**config.mk**
```make
export PLATFORM = sky130hd
export DESIGN_NAME = line_draw_sched_flat
export DESIGN_NICKNAME = d
export VERILOG_FILES = /design/src/rtl/line_draw_sched_if.sv /design/src/rtl/line_draw_sched.sv /design/src/flat_wrapper.sv
export SDC_FILE = /design/constraint.sdc
export NUM_CORES = 1
export LEC_CHECK = 0
export ABC_AREA = 1
export ABC_CLOCK_PERIOD_IN_PS = 4750
export CELL_PAD_IN_SITES_DETAIL_PLACEMENT = 0
export CELL_PAD_IN_SITES_GLOBAL_PLACEMENT = 1
export CORE_ASPECT_RATIO = 1.5
export CORE_MARGIN = 2
export CORE_UTILIZATION = 27
export CTS_CLUSTER_SIZE = 25
export DETAILED_ROUTE_END_ITERATION = 6
export GPL_TIMING_DRIVEN = 0
export PLACE_DENSITY = 0.95
export SETUP_SLACK_MARGIN = 0.1
export SLEW_MARGIN = 0
export SYNTH_ARGS = -nofsm -noshare
export SYNTH_HDL_FRONTEND = slang
export SYNTH_SLANG_ARGS = --single-unit
```
**constraint.sdc**
```tcl
create_clock -name clk -period 4.75 [get_ports clk]
set_input_delay 0.95 -clock clk [delete_from_list [all_inputs] [get_ports clk]]
set_output_delay 0.95 -clock clk [all_outputs]
set_load 0.01 [all_outputs]
```
**src/rtl/line_draw_sched_if.sv**
```systemverilog
// line_draw_sched_if: bundles the requester, engine and status signals of the
// frame scheduler.
//   master : environment side (tick source, requesters, draw engine)
//   slave  : the scheduler itself
// Signals:
//   frame_tick, req_valid, req_x0/y0/x1/y1, eng_waiting   -> scheduler
//   req_ack, eng_clear, eng_start, eng_x0/y0/x1/y1,
//   busy, frame_done, overrun_cnt                         <- scheduler
interface line_draw_sched_if #(
    parameter int unsigned P_N_REQ   = 4,
    parameter int unsigned P_COORD_W = 16
) ();
    logic                             frame_tick;
    logic [P_N_REQ-1:0]               req_valid;
    logic [P_N_REQ*P_COORD_W-1:0]     req_x0;
    logic [P_N_REQ*P_COORD_W-1:0]     req_y0;
    logic [P_N_REQ*P_COORD_W-1:0]     req_x1;
    logic [P_N_REQ*P_COORD_W-1:0]     req_y1;
    logic [P_N_REQ-1:0]               req_ack;
    logic                             eng_waiting;
    logic                             eng_clear;
    logic                             eng_start;
    logic signed [P_COORD_W-1:0]      eng_x0;
    logic signed [P_COORD_W-1:0]      eng_y0;
    logic signed [P_COORD_W-1:0]      eng_x1;
    logic signed [P_COORD_W-1:0]      eng_y1;
    logic                             busy;
    logic                             frame_done;
    logic [7:0]                       overrun_cnt;

    modport master (
        output frame_tick, req_valid, req_x0, req_y0, req_x1, req_y1, eng_waiting,
        input  req_ack, eng_clear, eng_start, eng_x0, eng_y0, eng_x1, eng_y1,
               busy, frame_done, overrun_cnt
    );

    modport slave (
        input  frame_tick, req_valid, req_x0, req_y0, req_x1, req_y1, eng_waiting,
        output req_ack, eng_clear, eng_start, eng_x0, eng_y0, eng_x1, eng_y1,
               busy, frame_done, overrun_cnt
    );
endinterface

```
**src/rtl/line_draw_sched.sv**
```systemverilog
// line_draw_sched: shares one draw_lines engine between P_N_REQ requesters.
// Each frame tick clears the buffer, then grants requesters round-robin (each
// at most once per frame), latching their endpoints and starting one draw.
// Ports:
//   clk  : system clock
//   rst  : asynchronous active-high reset
//   bus  : line_draw_sched_if.slave (requesters, engine handshake, status)
// Build option: define LINE_SCHED_CLIP_EN to clamp latched endpoints to the
// screen area [0, P_SCREEN_W-1] x [0, P_SCREEN_H-1].
module line_draw_sched #(
    parameter int unsigned P_N_REQ    = 4,
    parameter int unsigned P_COORD_W  = 16,
    parameter int unsigned P_SCREEN_W = 640,
    parameter int unsigned P_SCREEN_H = 480
) (
    input  logic               clk,
    input  logic               rst,
    line_draw_sched_if.slave   bus
);

    localparam int unsigned IDX_W = $clog2(P_N_REQ);
    localparam int unsigned CNT_W = 8;

`ifdef LINE_SCHED_CLIP_EN
    localparam bit CLIP_EN = 1'b1;
`else
    localparam bit CLIP_EN = 1'b0;
`endif

    typedef logic signed [P_COORD_W-1:0] coord_t;

    localparam coord_t X_MAX = coord_t'(P_SCREEN_W - 1);
    localparam coord_t Y_MAX = coord_t'(P_SCREEN_H - 1);

    typedef enum logic [2:0] {
        S_IDLE, S_CLR, S_CLR_WAIT, S_ARB, S_ISSUE, S_DRAW_WAIT, S_DONE
    } state_e;

    // Signed clamp to [0, hi]; pass-through when clipping is not built in.
    function automatic coord_t clip(input coord_t v, input coord_t hi);
        if (!CLIP_EN) return v;
        if (v < 0)    return '0;
        if (v > hi)   return hi;
        return v;
    endfunction

    state_e               state_q, state_d;
    logic                 first_q, first_d;
    logic [P_N_REQ-1:0]   served_q, served_d;
    logic [IDX_W-1:0]     ptr_q, ptr_d;
    logic [IDX_W-1:0]     gnt_q, gnt_d;
    logic [P_N_REQ-1:0]   ack_q, ack_d;
    logic                 clear_q, clear_d;
    logic                 start_q, start_d;
    logic                 busy_q, busy_d;
    logic                 done_q, done_d;
    logic [CNT_W-1:0]     ovr_q, ovr_d;
    coord_t               x0_q, x0_d, y0_q, y0_d, x1_q, x1_d, y1_q, y1_d;

    logic [P_N_REQ-1:0]   cand;
    logic                 found;
    logic [IDX_W-1:0]     pick;
    logic [IDX_W-1:0]     search_idx;
    coord_t               sel_x0, sel_y0, sel_x1, sel_y1;

    // Next-state, arbitration and output decode
    always_comb begin
        state_d    = state_q;
        served_d   = served_q;
        ptr_d      = ptr_q;
        gnt_d      = gnt_q;
        ack_d      = '0;
        clear_d    = 1'b0;
        start_d    = 1'b0;
        done_d     = 1'b0;
        ovr_d      = ovr_q;
        x0_d       = x0_q;
        y0_d       = y0_q;
        x1_d       = x1_q;
        y1_d       = y1_q;
        cand       = bus.req_valid & ~served_q;
        found      = 1'b0;
        pick       = '0;
        search_idx = '0;
        sel_x0     = '0;
        sel_y0     = '0;
        sel_x1     = '0;
        sel_y1     = '0;

        // First unserved valid requester at or above ptr, wrapping
        for (int k = 0; k < int'(P_N_REQ); k++) begin
            search_idx = IDX_W'((int'(ptr_q) + k) % int'(P_N_REQ));
            if (!found && cand[search_idx]) begin
                found = 1'b1;
                pick  = search_idx;
            end
        end

        // Endpoint mux for the current grant
        for (int i = 0; i < int'(P_N_REQ); i++) begin
            if (gnt_q == IDX_W'(i)) begin
                sel_x0 = bus.req_x0[i*P_COORD_W +: P_COORD_W];
                sel_y0 = bus.req_y0[i*P_COORD_W +: P_COORD_W];
                sel_x1 = bus.req_x1[i*P_COORD_W +: P_COORD_W];
                sel_y1 = bus.req_y1[i*P_COORD_W +: P_COORD_W];
            end
        end

        // Ticks outside IDLE are dropped and counted
        if (bus.frame_tick && (state_q != S_IDLE) && (ovr_q != {CNT_W{1'b1}})) begin
            ovr_d = ovr_q + CNT_W'(1);
        end

        unique case (state_q)
            S_IDLE: begin
                if (bus.frame_tick) begin
                    state_d  = S_CLR;
                    served_d = '0;
                end
            end
            S_CLR: begin
                if (bus.eng_waiting) begin
                    clear_d = 1'b1;
                    state_d = S_CLR_WAIT;
                end
            end
            // First cycle is a guard: the engine has not yet seen the pulse
            S_CLR_WAIT, S_DRAW_WAIT: begin
                if (!first_q && bus.eng_waiting) state_d = S_ARB;
            end
            S_ARB: begin
                if (found) begin
                    gnt_d   = pick;
                    state_d = S_ISSUE;
                end else begin
                    state_d = S_DONE;
                end
            end
            S_ISSUE: begin
                x0_d     = clip(sel_x0, X_MAX);
                y0_d     = clip(sel_y0, Y_MAX);
                x1_d     = clip(sel_x1, X_MAX);
                y1_d     = clip(sel_y1, Y_MAX);
                ack_d    = P_N_REQ'(1) << gnt_q;
                start_d  = 1'b1;
                served_d = served_q | (P_N_REQ'(1) << gnt_q);
                ptr_d    = (gnt_q == IDX_W'(P_N_REQ - 1)) ? '0 : gnt_q + IDX_W'(1);
                state_d  = S_DRAW_WAIT;
            end
            S_DONE: begin
                done_d  = 1'b1;
                state_d = S_IDLE;
            end
            default: state_d = S_IDLE;
        endcase

        busy_d  = (state_d != S_IDLE);
        first_d = (state_d != state_q);
    end

    // State and output registers
    always_ff @(posedge clk or posedge rst) begin
        if (rst) begin
            state_q  <= S_IDLE;
            first_q  <= 1'b0;
            served_q <= '0;
            ptr_q    <= '0;
            gnt_q    <= '0;
            ack_q    <= '0;
            clear_q  <= 1'b0;
            start_q  <= 1'b0;
            busy_q   <= 1'b0;
            done_q   <= 1'b0;
            ovr_q    <= '0;
            x0_q     <= '0;
            y0_q     <= '0;
            x1_q     <= '0;
            y1_q     <= '0;
        end else begin
            state_q  <= state_d;
            first_q  <= first_d;
            served_q <= served_d;
            ptr_q    <= ptr_d;
            gnt_q    <= gnt_d;
            ack_q    <= ack_d;
            clear_q  <= clear_d;
            start_q  <= start_d;
            busy_q   <= busy_d;
            done_q   <= done_d;
            ovr_q    <= ovr_d;
            x0_q     <= x0_d;
            y0_q     <= y0_d;
            x1_q     <= x1_d;
            y1_q     <= y1_d;
        end
    end

    assign bus.req_ack     = ack_q;
    assign bus.eng_clear   = clear_q;
    assign bus.eng_start   = start_q;
    assign bus.eng_x0      = x0_q;
    assign bus.eng_y0      = y0_q;
    assign bus.eng_x1      = x1_q;
    assign bus.eng_y1      = y1_q;
    assign bus.busy        = busy_q;
    assign bus.frame_done  = done_q;
    assign bus.overrun_cnt = ovr_q;

endmodule

```
**src/flat_wrapper.sv**
```systemverilog
// flat-port wrapper written by rule: the top's interface ports become plain ports
module line_draw_sched_flat 
#(
    parameter int unsigned P_N_REQ    = 4,
    parameter int unsigned P_COORD_W  = 16,
    parameter int unsigned P_SCREEN_W = 640,
    parameter int unsigned P_SCREEN_H = 480
)
  (clk, rst, bus_frame_tick, bus_req_valid, bus_req_x0, bus_req_y0, bus_req_x1, bus_req_y1, bus_eng_waiting, bus_req_ack, bus_eng_clear, bus_eng_start, bus_eng_x0, bus_eng_y0, bus_eng_x1, bus_eng_y1, bus_busy, bus_frame_done, bus_overrun_cnt);
  line_draw_sched_if #(.P_N_REQ(P_N_REQ), .P_COORD_W(P_COORD_W)) bus_i ();
  input  logic clk;
  input  logic rst;
  input wire logic [$bits(bus_i.frame_tick)-1:0] bus_frame_tick;
  input wire logic [$bits(bus_i.req_valid)-1:0] bus_req_valid;
  input wire logic [$bits(bus_i.req_x0)-1:0] bus_req_x0;
  input wire logic [$bits(bus_i.req_y0)-1:0] bus_req_y0;
  input wire logic [$bits(bus_i.req_x1)-1:0] bus_req_x1;
  input wire logic [$bits(bus_i.req_y1)-1:0] bus_req_y1;
  input wire logic [$bits(bus_i.eng_waiting)-1:0] bus_eng_waiting;
  output wire logic [$bits(bus_i.req_ack)-1:0] bus_req_ack;
  output wire logic [$bits(bus_i.eng_clear)-1:0] bus_eng_clear;
  output wire logic [$bits(bus_i.eng_start)-1:0] bus_eng_start;
  output wire logic [$bits(bus_i.eng_x0)-1:0] bus_eng_x0;
  output wire logic [$bits(bus_i.eng_y0)-1:0] bus_eng_y0;
  output wire logic [$bits(bus_i.eng_x1)-1:0] bus_eng_x1;
  output wire logic [$bits(bus_i.eng_y1)-1:0] bus_eng_y1;
  output wire logic [$bits(bus_i.busy)-1:0] bus_busy;
  output wire logic [$bits(bus_i.frame_done)-1:0] bus_frame_done;
  output wire logic [$bits(bus_i.overrun_cnt)-1:0] bus_overrun_cnt;
  assign bus_i.frame_tick = bus_frame_tick;
  assign bus_i.req_valid = bus_req_valid;
  assign bus_i.req_x0 = bus_req_x0;
  assign bus_i.req_y0 = bus_req_y0;
  assign bus_i.req_x1 = bus_req_x1;
  assign bus_i.req_y1 = bus_req_y1;
  assign bus_i.eng_waiting = bus_eng_waiting;
  assign bus_req_ack = bus_i.req_ack;
  assign bus_eng_clear = bus_i.eng_clear;
  assign bus_eng_start = bus_i.eng_start;
  assign bus_eng_x0 = bus_i.eng_x0;
  assign bus_eng_y0 = bus_i.eng_y0;
  assign bus_eng_x1 = bus_i.eng_x1;
  assign bus_eng_y1 = bus_i.eng_y1;
  assign bus_busy = bus_i.busy;
  assign bus_frame_done = bus_i.frame_done;
  assign bus_overrun_cnt = bus_i.overrun_cnt;
  line_draw_sched #(.P_N_REQ(P_N_REQ), .P_COORD_W(P_COORD_W), .P_SCREEN_W(P_SCREEN_W), .P_SCREEN_H(P_SCREEN_H)) u_core (.clk(clk), .rst(rst), .bus(bus_i));
endmodule
```
**Word level (Yosys, flattened, before mapping)**

Cells that the tools add are included.
Widths: inputs -> output; s select.

- Output and inout bits: 80
- Bits in registers: 92

- Add/subtract/negate cells: 5
- Bitwise logic cells: 3
- Shifts and indexed selects: 1
- Multiplexer cells: 94
- Reduce and logical (&&, ||, !) cells: 18
- Equality and inequality tests: 12
- Magnitude comparators: 12

Operator list:

| operator | number |
|---|---|
| $mux 16 | 36 |
| $lt 16x1->1 const B | 4 |
| $mux 1 | 41 |
| $gt 16x10->1 const B | 2 |
| $gt 16x11->1 const B | 2 |
| $pmux 3 s5 | 1 |
| $lt 2x3->1 const B | 4 |
| $mux 2 | 6 |
| $eq 3x3->1 const B | 3 |
| $mux 3 | 3 |
| $add 8x1->8 const B | 1 |
| $bmux 1 s2 | 4 |
| $mux 4 | 2 |
| $ne 8x8->1 const B | 1 |
| $pmux 4 s2 | 1 |
| $eq 3x2->1 const B | 2 |
| $logic_and 1x1->1 | 6 |
| $reduce_bool 3->1 | 2 |
| $add 2x1->2 const B | 2 |
| $add 2x2->2 const B | 2 |
| $and 4x4->4 | 1 |
| $eq 2x2->1 const B | 2 |
| $logic_not 1->1 | 4 |
| $not 4->4 | 1 |
| other kinds (11) | 12 |

**Depth between registers and ports, before layout**

Gate-level depths: netlist (run 1).

- Depth in word-level cells: 17
- Mapped depth: 11
- Depth with buffers taken out: 10

**Worst setup path after synthesis (run 1)**

Ideal clock, no wire load.

- Path kind: input to register
- From: input bus_req_valid[3]
- To: register u_core.gnt_q[1]
- Buffers on the path: 0
- Required time: 4.634 ns
- Arrival: 1.651 ns
- Stages on the path: 8
- Setup time: 0.116 ns
- Path slack: 2.983 ns
- Cell sequence: nand3_1 -> nand2_1 -> nor2_1 -> nand3_1 -> nand2_1 -> inv_1 -> nand2_1 -> nand2_1

- Longest elaborated chain between the ends: 14
- Elaborated cells on any way between the ends: 24
- Classes of those cells: mux: 16; bitwise: 1; reduce/logical: 7

RTL lines:

| item | line | RTL |
|---|---|---|
| start, declared | flat_wrapper.sv:14 | `input wire logic [$bits(bus_i.req_valid)-1:0] bus_req_valid;` |
| $and 4x4->4 * | line_draw_sched.sv:81 | `cand = bus.req_valid & ~served_q;` |
| $bmux 1 s2 | line_draw_sched.sv:93 | `if (!found && cand[search_idx]) begin` |
| $mux 1 (implied by the code) | line_draw_sched.sv:93 |  |
| $mux 1 | line_draw_sched.sv:93 |  |
| $logic_not 1->1 | line_draw_sched.sv:93 |  |
| $logic_and 1x1->1 | line_draw_sched.sv:93 |  |
| $mux 1 | line_draw_sched.sv:93 |  |
| $logic_not 1->1 | line_draw_sched.sv:93 |  |
| $logic_and 1x1->1 | line_draw_sched.sv:93 |  |
| $mux 1 | line_draw_sched.sv:93 |  |
| $logic_not 1->1 | line_draw_sched.sv:93 |  |
| $logic_and 1x1->1 | line_draw_sched.sv:93 |  |
| $mux 1 | line_draw_sched.sv:93 |  |
| $reduce_and 2->1 (no source line) | - |  |
| end signal, assigned | line_draw_sched.sv:184 | `gnt_q <= gnt_d;` |
| end, declared | line_draw_sched.sv:51 | `logic [IDX_W-1:0] gnt_q, gnt_d;` |

Mark *: on every way between the ends. The rest lies on a longest branch, timed or not. The select of a mux whose other input is x is not followed.
A chain may end at the register's enable or synchronous reset.

**Worst setup path after layout (run 1)**

- From: register u_core.ovr_q[4] (netlist: u_core.bus.overrun_cnt[4])
- To: output bus_overrun_cnt[4]

RTL lines:

| item | line | RTL |
|---|---|---|
| start, declared | line_draw_sched.sv:57 | `logic [CNT_W-1:0] ovr_q, ovr_d;` |
| start signal, assigned | line_draw_sched.sv:190 | `ovr_q <= ovr_d;` |
| end, declared | flat_wrapper.sv:29 | `output wire logic [$bits(bus_i.overrun_cnt)-1:0] bus_overrun_cnt;` |

No word-level cell between the ends.

==> results of run 1 <==
## state kept, by name (all words and copies together), names as in the netlist
name,flops
u_core.bus.eng_x0,16
u_core.bus.eng_x1,16
u_core.bus.eng_y0,16
u_core.bus.eng_y1,16
u_core.bus.overrun_cnt,8
u_core.bus.req_ack,4
u_core.served_q,4
u_core.state_q,3
u_core.gnt_q,2
u_core.ptr_q,2
u_core.bus.busy,1
u_core.bus.eng_clear,1
u_core.bus.eng_start,1
u_core.bus.frame_done,1
u_core.first_q,1
## worst reg2reg max path, cell delays in order, from the launching register on
cell	delay (ns)
dfrtp_1	0.43
inv_1	0.09
ha_1	0.22
inv_1	0.08
clkbuf_1	0.45
clkbuf_1	0.62
o211ai_1	0.21
nand3_1	0.11
## through the flow
step                TNS [ns]  total power (W)  instance area, sq um  setup slack [ns]
finish                     0         0.005401                  9742             2.423
CTS                        0         0.005454                  9737             2.397
global placement      -32.70         0.004603                  9384           -0.3656
global route               0         0.005835                  9742             2.280
floorplan                  0         0.003157                  5620             1.408
detailed placement         0         0.004644                  9414             2.379
## path summary, 6_finish.rpt
kind                                            from                    end  slack, ns  cells after the start
max                        u_core.bus.overrun_cnt[4]     bus_overrun_cnt[4]       2.42                      1
min reg2reg                     u_core.bus.eng_x0[4]   u_core.bus.eng_x0[4]       0.50                      2
min in group asynchronous                        rst  u_core.bus.eng_x1[10]       1.00                      2
max reg2reg                          u_core.gnt_q[0]   u_core.bus.eng_x0[6]       2.48                      7
min                             u_core.bus.eng_x0[4]   u_core.bus.eng_x0[4]       0.50                      2
max in group asynchronous                        rst  u_core.bus.eng_x0[10]       3.06                      3
## metal layers
metal  GRT usage, %  vias up  routed length [um]
met4          10.57        0                1035
met2          41.81      280               13560
li1               -     3308                   -
met3          5.840       59                2056
met1          26.35     3195                9964
met5              0        -                   0
## logic make-up after synthesis
group	after synthesis	synth area share, %
AOI/OAI and AO/OA	147	16.85
xor gates and xnor gates	7	1.091
adders and majority gates	5	1.113
buffers and inverters	91	7.346
DFF	92	40.96
and+or+nand+nor	417	32.64
## cell usage in the layout, fill, tap and decap left out
cell             count
clkdlybuf4s50_1    343
nand2_1            233
nand3_1            150
dfrtp_1             92
a21oi_1             73
o211ai_1            54
inv_1               28
clkbuf_1            27
buf_2               14
nor2_1              13
nand4_1             10
o211ai_2            10
o21ai_0              9
clkbuf_16            9
buf_1                7
buf_6                6
inv_2                5
ha_1                 5
xor2_1               4
xnor2_1              3
nor2_2               3
clkinv_4             3
clkbuf_8             3
diode_2              2
nor3_1               2
nand2_2              2
nor2_8               2
buf_4                2
clkbuf_2             1
nand3_2              1
nor4_1               1
inv_4                1
o22ai_1              1
bufinv_16            1
buf_16               1
## report_power, final
group / internal, W / switching, W
sequential: 0.00112 / 0.000209
combinational: 0.00137 / 0.00192
clock: 0.000455 / 0.000326
## area by class of cell
class                   count  area [sq um]
fillers                  2065         10680
repair buffers            344          3461
multi-input cells         576          2905
flip-flops and latches     92          2302
well taps                 264         330.3
plain buffers              57         285.3
clock buffers              12         266.5
inverters                  34         130.1
clock inverters             4         56.30
diodes                      2         5.005
==> flow_summary.toml, run 1 <==
[sta]
rsz0062_at_grt = "false"
holdWs_ns = 0.4957
worst_pin_slew_ns = 0.7784
finalCritPeriodShare_pct = 48.99
hold_violations = 0
slew_headroom_pct = 48.11
fin_skew_ns = 0.01015
drv_slew = 0
max_freq_mhz = 429.7
min_period_ns = 2.327
setup-violations-final = 0

[run]
drv_cap = 0

[min_path]
min_path_type = "reg2reg"

[placement]
io_buffers = 343
place_congestion = 0.9098
dp.cells = 1367
dp_hpwl_um = 20790

[logic_synthesis]
async_reset_ff_share_pct = 100.0
syn_inst = 759
synth_warnings = 0
ys_ff_latch = 92
synth_edf_count = 0
netlist_top_cells_area = "dfrtp_1 (41%), nand2_1 (16%), nand3_1 (13%)"
synth_area_per_cell_sq_um = 7.405
yosysTopAreaCellShare_pct = 40.96
yosysMostFrequentCell = "nand2_1"
synth_common_cells = "nand2_1 (233), nand3_1 (150), dfrtp_1 (92)"
yosysTopAreaCell = "dfrtp_1"
mappedNetlistArea_sq_mm = 0.005620
yosysUniqueCellTypes = 27
ys.flop_type = "dfrtp_1"
syn-num-nets = 1028
ys_seq_area_share_pct = 40.96

[global_route]
grt_pass1_vias = 6929
grt_pass1_wl_um = 39630
antenna_found_initial = 2
grt-ovfl-total = 0
track_usage_pct = 23.64
grt_start_max_net_pins = 55

[clock_network]
cts_root_buf = "clkbuf_16"
clk_latency_ns = 0.35
cts_tree = "done"
post_cts_resized = 0
cts_buffers = 9
clk_path_buf_depth = 2
cts_max_level = 3
cts_sinks = 92
postCtsHoldBufs = 0
clkTransAtPathRegs_ns = 0.07
post_cts_buffers = 0

[critical_path]
startpoint_type = "flop"
worst-setup-path-type = "reg2out"
crit_path_end_kind = "output pin"
cp_slowest_stage_delay_ns = 0.61
crit_chain = "clkdlybuf4s50_1"
cp.required_ns = 3.80
cp_slowest_cell = "clkdlybuf4s50_1"
cp_max_fo = 5
crit_buf_inv = 1
crit_family = "buffers and inverters"
worstPathArrival_ns = 1.38

[detailed_routing]
vias = 6842
drt_iter0_markers = 411
final_antenna_net_count = 0
wl_per_cell_um = 19.21
avgViaCountPerCell = 4.940
totalWireLength_um = 26610
firstDrtPassIters = 5
route.detailed.drc = 0

[floorplanning]
pin_count = 344
fp.dieArea_sq_mm = 0.02201
rows = 64
die_x_um = 121.8
core_sq_mm = 0.02042
start_util_pct = 27.52
die_h_um = 180.7

[final_layout]
nets = 1383
finalNonFillerCells = 1385
area_growth_syn_to_layout_pct = 73.33
post-route-util_pct = 47.71
drive_gt1_share_pct = 5.719

[pwr]
vdd_ir_drop_max_mv = 0.2285
power.leakage_nw = 4.279
powerDensity_mw_per_mm2 = 554.4

[outcome]
status = "finished clean"
(Power assumes the default switching activity.)
==> run 2: changes to the inputs <==
--- a/config.mk
+++ b/config.mk
@@ -6,16 +6,16 @@
 export NUM_CORES = 1
 export LEC_CHECK = 0
 export ABC_AREA = 1
-export ABC_CLOCK_PERIOD_IN_PS = 4750
+export ABC_CLOCK_PERIOD_IN_PS = 2000
 export CELL_PAD_IN_SITES_DETAIL_PLACEMENT = 0
 export CELL_PAD_IN_SITES_GLOBAL_PLACEMENT = 1
 export CORE_ASPECT_RATIO = 1.5
 export CORE_MARGIN = 2
-export CORE_UTILIZATION = 27
+export CORE_UTILIZATION = 23
 export CTS_CLUSTER_SIZE = 25
 export DETAILED_ROUTE_END_ITERATION = 6
 export GPL_TIMING_DRIVEN = 0
-export PLACE_DENSITY = 0.95
+export PLACE_DENSITY = 0.87
 export SETUP_SLACK_MARGIN = 0.1
 export SLEW_MARGIN = 0
 export SYNTH_ARGS = -nofsm -noshare
==> constraint.sdc (replaced) <==
create_clock -name clk -period 2 [get_ports clk]
set_input_delay 0.4 -clock clk [delete_from_list [all_inputs] [get_ports clk]]
set_output_delay 0.4 -clock clk [all_outputs]
set_load 0.01 [all_outputs]
==> run 2 against run 1 <==
Critical path type is now reg2reg; register-to-register slack worse by 2.3 ns; largest power group unchanged; first-iteration DRC count up 7.1%; combinational power up 150%; design area up 1.5%; power up 140%; worst setup slack worse by 2.2 ns; sequential power up 140%; core utilization down 6.8 points; largest cell class unchanged; critical endpoint is now u_core.bus.eng_y1[9]; cell count up 4.3%; clock skew down 0.0011 ns; via count down 0.15%; worst hold slack worse by 0.028 ns.
==> flow_summary.toml, run 2 (same netlist as run 1, synthesis figures left out) <==
[clock_network]
postCtsHoldBufs = 0
clk_latency_ns = 0.36
clkTransAtPathRegs_ns = 0.07
cts_max_level = 3
cts_root_buf = "clkbuf_16"
cts_tree = "done"
cts_sinks = 92
post_cts_buffers = 0
cts_buffers = 9
clk_path_buf_depth = 2

[global_route]
grt_start_max_net_pins = 39
grt_pass1_wl_um = 41410
track_usage_pct = 21.31
grt_pass1_vias = 6800
antenna_found_initial = 1
grt-ovfl-total = 0

[detailed_routing]
final_antenna_net_count = 0
route.detailed.drc = 0
dr.max_layer_used = "met5"
drt_iter0_markers = 440
routed-wl-met3_um = 1507
firstDrtPassIters = 5
totalWireLength_um = 27800
dr_wl_met2_um = 14350
wl_met1_um = 10710
vias = 6832
wl_per_cell_um = 19.25
avgViaCountPerCell = 4.731

[floorplanning]
fp.dieArea_sq_mm = 0.02573
start_util_pct = 23.25
pin_count = 344
core_sq_mm = 0.02417
die_h_um = 195.5
die_x_um = 131.6
rows = 70

[run]
drv_cap = 0

[sta]
worst_pin_slew_ns = 0.7787
min_period_ns = 1.787
max_freq_mhz = 559.6
hold_violations = 0
fin_skew_ns = 0.009077
drv_slew = 0
finalWorstSetupSlack_ns = 0.2129
setup-violations-final = 0
slew_headroom_pct = 48.08
rsz0062_at_grt = "true"
holdWs_ns = 0.4680
finalCritPeriodShare_pct = 89.35

[min_path]
min_path_type = "in2async"

[critical_path]
worstPathArrival_ns = 2.08
rrSetupSlack_ns = 0.21
cp.required_ns = 2.29
startpoint_type = "flop"
cp_max_fo = 10
worst-setup-path-type = "reg2reg"
crit_path_end_kind = "flop"

[final_layout]
nets = 1384
fillCellCount = 2496
area_growth_syn_to_layout_pct = 75.85
antenna_cells = 0
drive_gt1_share_pct = 8.482
postLayoutCellArea_sq_mm = 0.009883
post-route-util_pct = 40.89
final_cell_mix = "clkdlybuf4s50_1 (343), nand2_1 (233), nand3_1 (150)"
final_common_cell = "clkdlybuf4s50_1"

[pwr]
p_total_w = 0.01304
vdd_ir_drop_max_mv = 0.5320
power.leakage_nw = 4.361
powerDensity_mw_per_mm2 = 1319

[placement]
preCtsSetupSlack_ns = -0.5535
dp_hpwl_um = 21350
io_buffers = 343
placed_area_sq_mm = 0.009503
place_congestion = 0.9121

[outcome]
status = "finished clean"
## run 2: changes by cell type in the layout (fill, tap and decap cells not counted), moves of 2 or more
cell        before  now
clkbuf_2         1   13
clkinv_4         3    1
buf_12           0    2
diode_2          2    0
clkinvlp_4       0    2
buf_1            7    0
buf_4            2    4
clkbuf_4         0    8
clkbuf_1        27    6
buf_2           14   21
## run 2: final timing paths
path,start,to,cells after the start
hold / removal,rst,u_core.bus.eng_x1[1],2
setup reg to reg,u_core.state_q[1],u_core.bus.eng_y1[9],8
setup / recovery,u_core.state_q[1],u_core.bus.eng_y1[9],8
max in group asynchronous,rst,u_core.gnt_q[0],3
min in group clk,u_core.bus.eng_y0[4],u_core.bus.eng_y0[4],2
hold reg to reg,u_core.bus.eng_y0[4],u_core.bus.eng_y0[4],2
## run 2: power breakdown
group          internal (W)  switching, W  leakage, nW  total (W)
sequential          0.00266      0.000487         1.17    0.00314
combinational       0.00341       0.00468         3.05    0.00809
clock               0.00101      0.000791        0.140    0.00180
total               0.00708       0.00596         4.36     0.0130
## run 2: layout make-up
type	instances	area (sq um)	share of cell area, %
buffer	57	364.1	3.684
clock buffer	13	250.2	2.532
clock inverter	3	46.29	0.4684
inverter	34	131.4	1.329
multi-input combinational	576	2909	29.43
sequential	92	2303	23.31
tap	324	405.4	4.102
timing repair buffer	345	3473	35.14
## run 2: metal layers
layer | global-route usage [%] | vias up
li1 | - | 3323
met4 | 11.35 | 2
met5 | 0 | -
met1 | 24.52 | 3180
met3 | 3.920 | 59
met2 | 37.41 | 268
## run 2: worst max-delay path, stage by stage, from the launching register on
cell	delay [ns]
dfrtp_1	0.41
inv_2	0.11
nand2_2	0.10
nor2_8	0.17
inv_2	0.11
nor2_8	0.31
buf_6	0.26
o211ai_2	0.15
nand3_1	0.10
## run 2: what timing repair did
item                       4_1_cts  5_1_grt
gates resized for setup         40       13
setup endpoints to repair       65       52
cloned                           0        0
## run 2: metrics by stage
stage / std cells / TNS [ns]
final: 1444 / 0
after floorplan: 759 / 0
after global placement: 1426 / -83.99
after CTS: 1444 / 0
after detailed placement: 1428 / -21.23
after global routing: 1444 / 0
==> run 3: changes to the inputs <==
--- a/config.mk
+++ b/config.mk
@@ -6,12 +6,12 @@
 export NUM_CORES = 1
 export LEC_CHECK = 0
 export ABC_AREA = 1
-export ABC_CLOCK_PERIOD_IN_PS = 2000
 export CELL_PAD_IN_SITES_DETAIL_PLACEMENT = 0
 export CELL_PAD_IN_SITES_GLOBAL_PLACEMENT = 1
 export CORE_ASPECT_RATIO = 1.5
 export CORE_MARGIN = 2
 export CORE_UTILIZATION = 23
+export CTS_CLUSTER_DIAMETER = 200
 export CTS_CLUSTER_SIZE = 25
 export DETAILED_ROUTE_END_ITERATION = 6
 export GPL_TIMING_DRIVEN = 0
==> results of run 3 <==
The final DEF is identical to that of run 2; final timing and power are the same.
==> variant (settings of run 3) <==
The option `LINE_SCHED_CLIP_EN` is turned on by a define.
--- a/src/rtl/line_draw_sched.sv
+++ b/src/rtl/line_draw_sched.sv
@@ -8,4 +8,6 @@
 // Build option: define LINE_SCHED_CLIP_EN to clamp latched endpoints to the
 // screen area [0, P_SCREEN_W-1] x [0, P_SCREEN_H-1].
+`define LINE_SCHED_CLIP_EN
+
 module line_draw_sched #(
     parameter int unsigned P_N_REQ    = 4,
Formal check against the unedited RTL: no difference found for any inputs over 4 cycles, from zero or initial values and one cycle with rst high; that may be too few to reach the edited logic, so the function may still have changed.
==> variant against run 3 <==
The flow now finishes with violations (setup timing). Die area up 7.9%. Cell area up 15%. Clock skew up 0.0034 ns. Critical path depth up 5. Area after synthesis up 8.1%. Power up 20%. Sequential share of layout area down 3.9 points. First-iteration DRC count down 14%. Setup slack worse by 0.50 ns. Sequential cell count down 4. Maximum frequency down 22%. Routed wire length up 13%. Non-clock buffer count up 38. Highest routed layer is now met4.
==> variant: results (changes against run 3) <==
Routing
  • DRT iter0 DRCs: 378 (-14%)
  • Detailed Routing Iterations Pass 1: 7 (+2)
  • Post-DR vias/cell: 4.66 (-1.5%)
  • Average wire per standard cell: 19.3 um (+0.35%)

Critical path
  • Critical path launch point: u_core.gnt_q[1]
  • Critical Path End: u_core.bus.eng_y1[7]
  • Worst Path Arrival: 2.54 ns (+0.46 ns)
  • Slowest cell on the critical path: dfrtp_2

Cells and area
  • Final-stage net count: 1556 (+12%)
  • Share of layout cells above drive strength 1: 18.3% (+9.9 points)

STA
  • Slew HR: 47.5% (-0.63 points)
  • Final Skew: 0.0124 ns (+0.00337 ns)
  • Final WS setup: -0.288 ns (-0.501 ns)
  • Final setup viols: 38 (+38)

GRT
  • Largest net degree at the start of global routing: 42 (+7.7%)
  • Total GRT Usage: 22.2% (+0.92 points)

Placed design
  • Worst slack, placed: -0.821 ns (-0.267 ns)
  • HPWL Detailed: 24300 um (+14%)

Status
  • Failing checks: setup timing
  • Status: finished with violations

Pwr
  • Leakage power: 5.02 nW (+15%)
  • NetSw: 0.00732 W (+23%)

Logic synthesis
  • Post-synth top cells: nand2_1, nor2_1, dfrtp_1
  • Post-synthesis mux area share: 2.66% (+2.7 points)
  • Sequential share of the synthesized area: 36.2% (-4.7 points)
  • Netlist cell types: 46 (+70%)
==> variant: power groups by stage <==
stage / Combinational (W) / Clock (W) / Sequential (W)
finish: 0.0111 / 0.00169 / 0.00277
global placement: 0.00834 / 0 / 0.00276
CTS: 0.0106 / 0.00172 / 0.00277
floorplan: 0.00467 / 0 / 0.00295
global route: 0.0120 / 0.00180 / 0.00285
detailed placement: 0.00842 / 0 / 0.00279
==> variant: cells by family (layout without fill, tap and decap cells) <==
family          after synthesis  after routing
simple gates                495            500
xor+xnor                      6              6
flops                        88             88
fa+ha+maj                     5              5
other cells                   1              4
buf+inv                     115            519
compound gates              154            154
mux                          16             16
==> variant: critical path, delay by kind of cell, from the launching register on <==
kind	cells	cell delay, ns
adder cells (fa/ha/maj)	1	0.15
flip-flops	1	0.44
AO/OA/AOI/OAI	3	0.40
AND/OR/NAND/NOR	5	0.56
buffers and inverters	4	0.63
==> variant: what timing repair did <==
item	in CTS	in global routing
endpoints found under the setup margin	44	42
pin swaps	41	30
setup buffers	35	10
resized for setup	163	49
cloned	8	1
==> variant: metrics by stage <==
step | power (W) | setup TNS, ns | hold WS (ns) | instances | cell area, um2
floorplan | 0.00761 | 0 | 0.455 | 883 | 6090
global placement | 0.0111 | -63.48 | 0.462 | 1555 | 9900
detailed placement | 0.0112 | -23.05 | 0.464 | 1557 | 9940
CTS | 0.0151 | -8.49 | 0.450 | 1616 | 11100
global route | 0.0167 | -11.72 | 0.487 | 1625 | 11400
finish | 0.0156 | -8.39 | 0.448 | 1625 | 11400
==> variant: worst min path at each step <==
stage                                    start                    end  cells past startpoint
after floorplan              u_core.state_q[0]  u_core.bus.frame_done                      1
after CTS                                  rst  u_core.bus.eng_x1[13]                      2
after detailed placement  u_core.bus.eng_x0[5]   u_core.bus.eng_x0[5]                      2
after global routing                       rst  u_core.bus.eng_x1[13]                      2
final                                      rst   u_core.bus.eng_y1[6]                      2
after global placement    u_core.bus.eng_x0[3]   u_core.bus.eng_x0[3]                      2
==> variant: area by class of cell <==
class                           count  area [um2]  area share [%]
Timing Repair Buffer              390        3960            34.9
Sequential cell                    88        2200            19.4
Multi-Input combinational cell    685        3760            33.1
Tap cell                          333         417            3.67
Clock inverter                      6        51.3           0.452
Inverter                           63         262            2.30
Clock buffer                       10         239            2.10
Buffer                             50         462            4.07
==> variant: layer usage <==
metal	global-route usage [%]	share of wire [%]	vias to the layer above
met3	3.97	6.2	66
met1	24.4	38	3512
met2	40.2	51	335
li1	-	-	3657
met5	0	0	-
met4	11.2	4.7	0
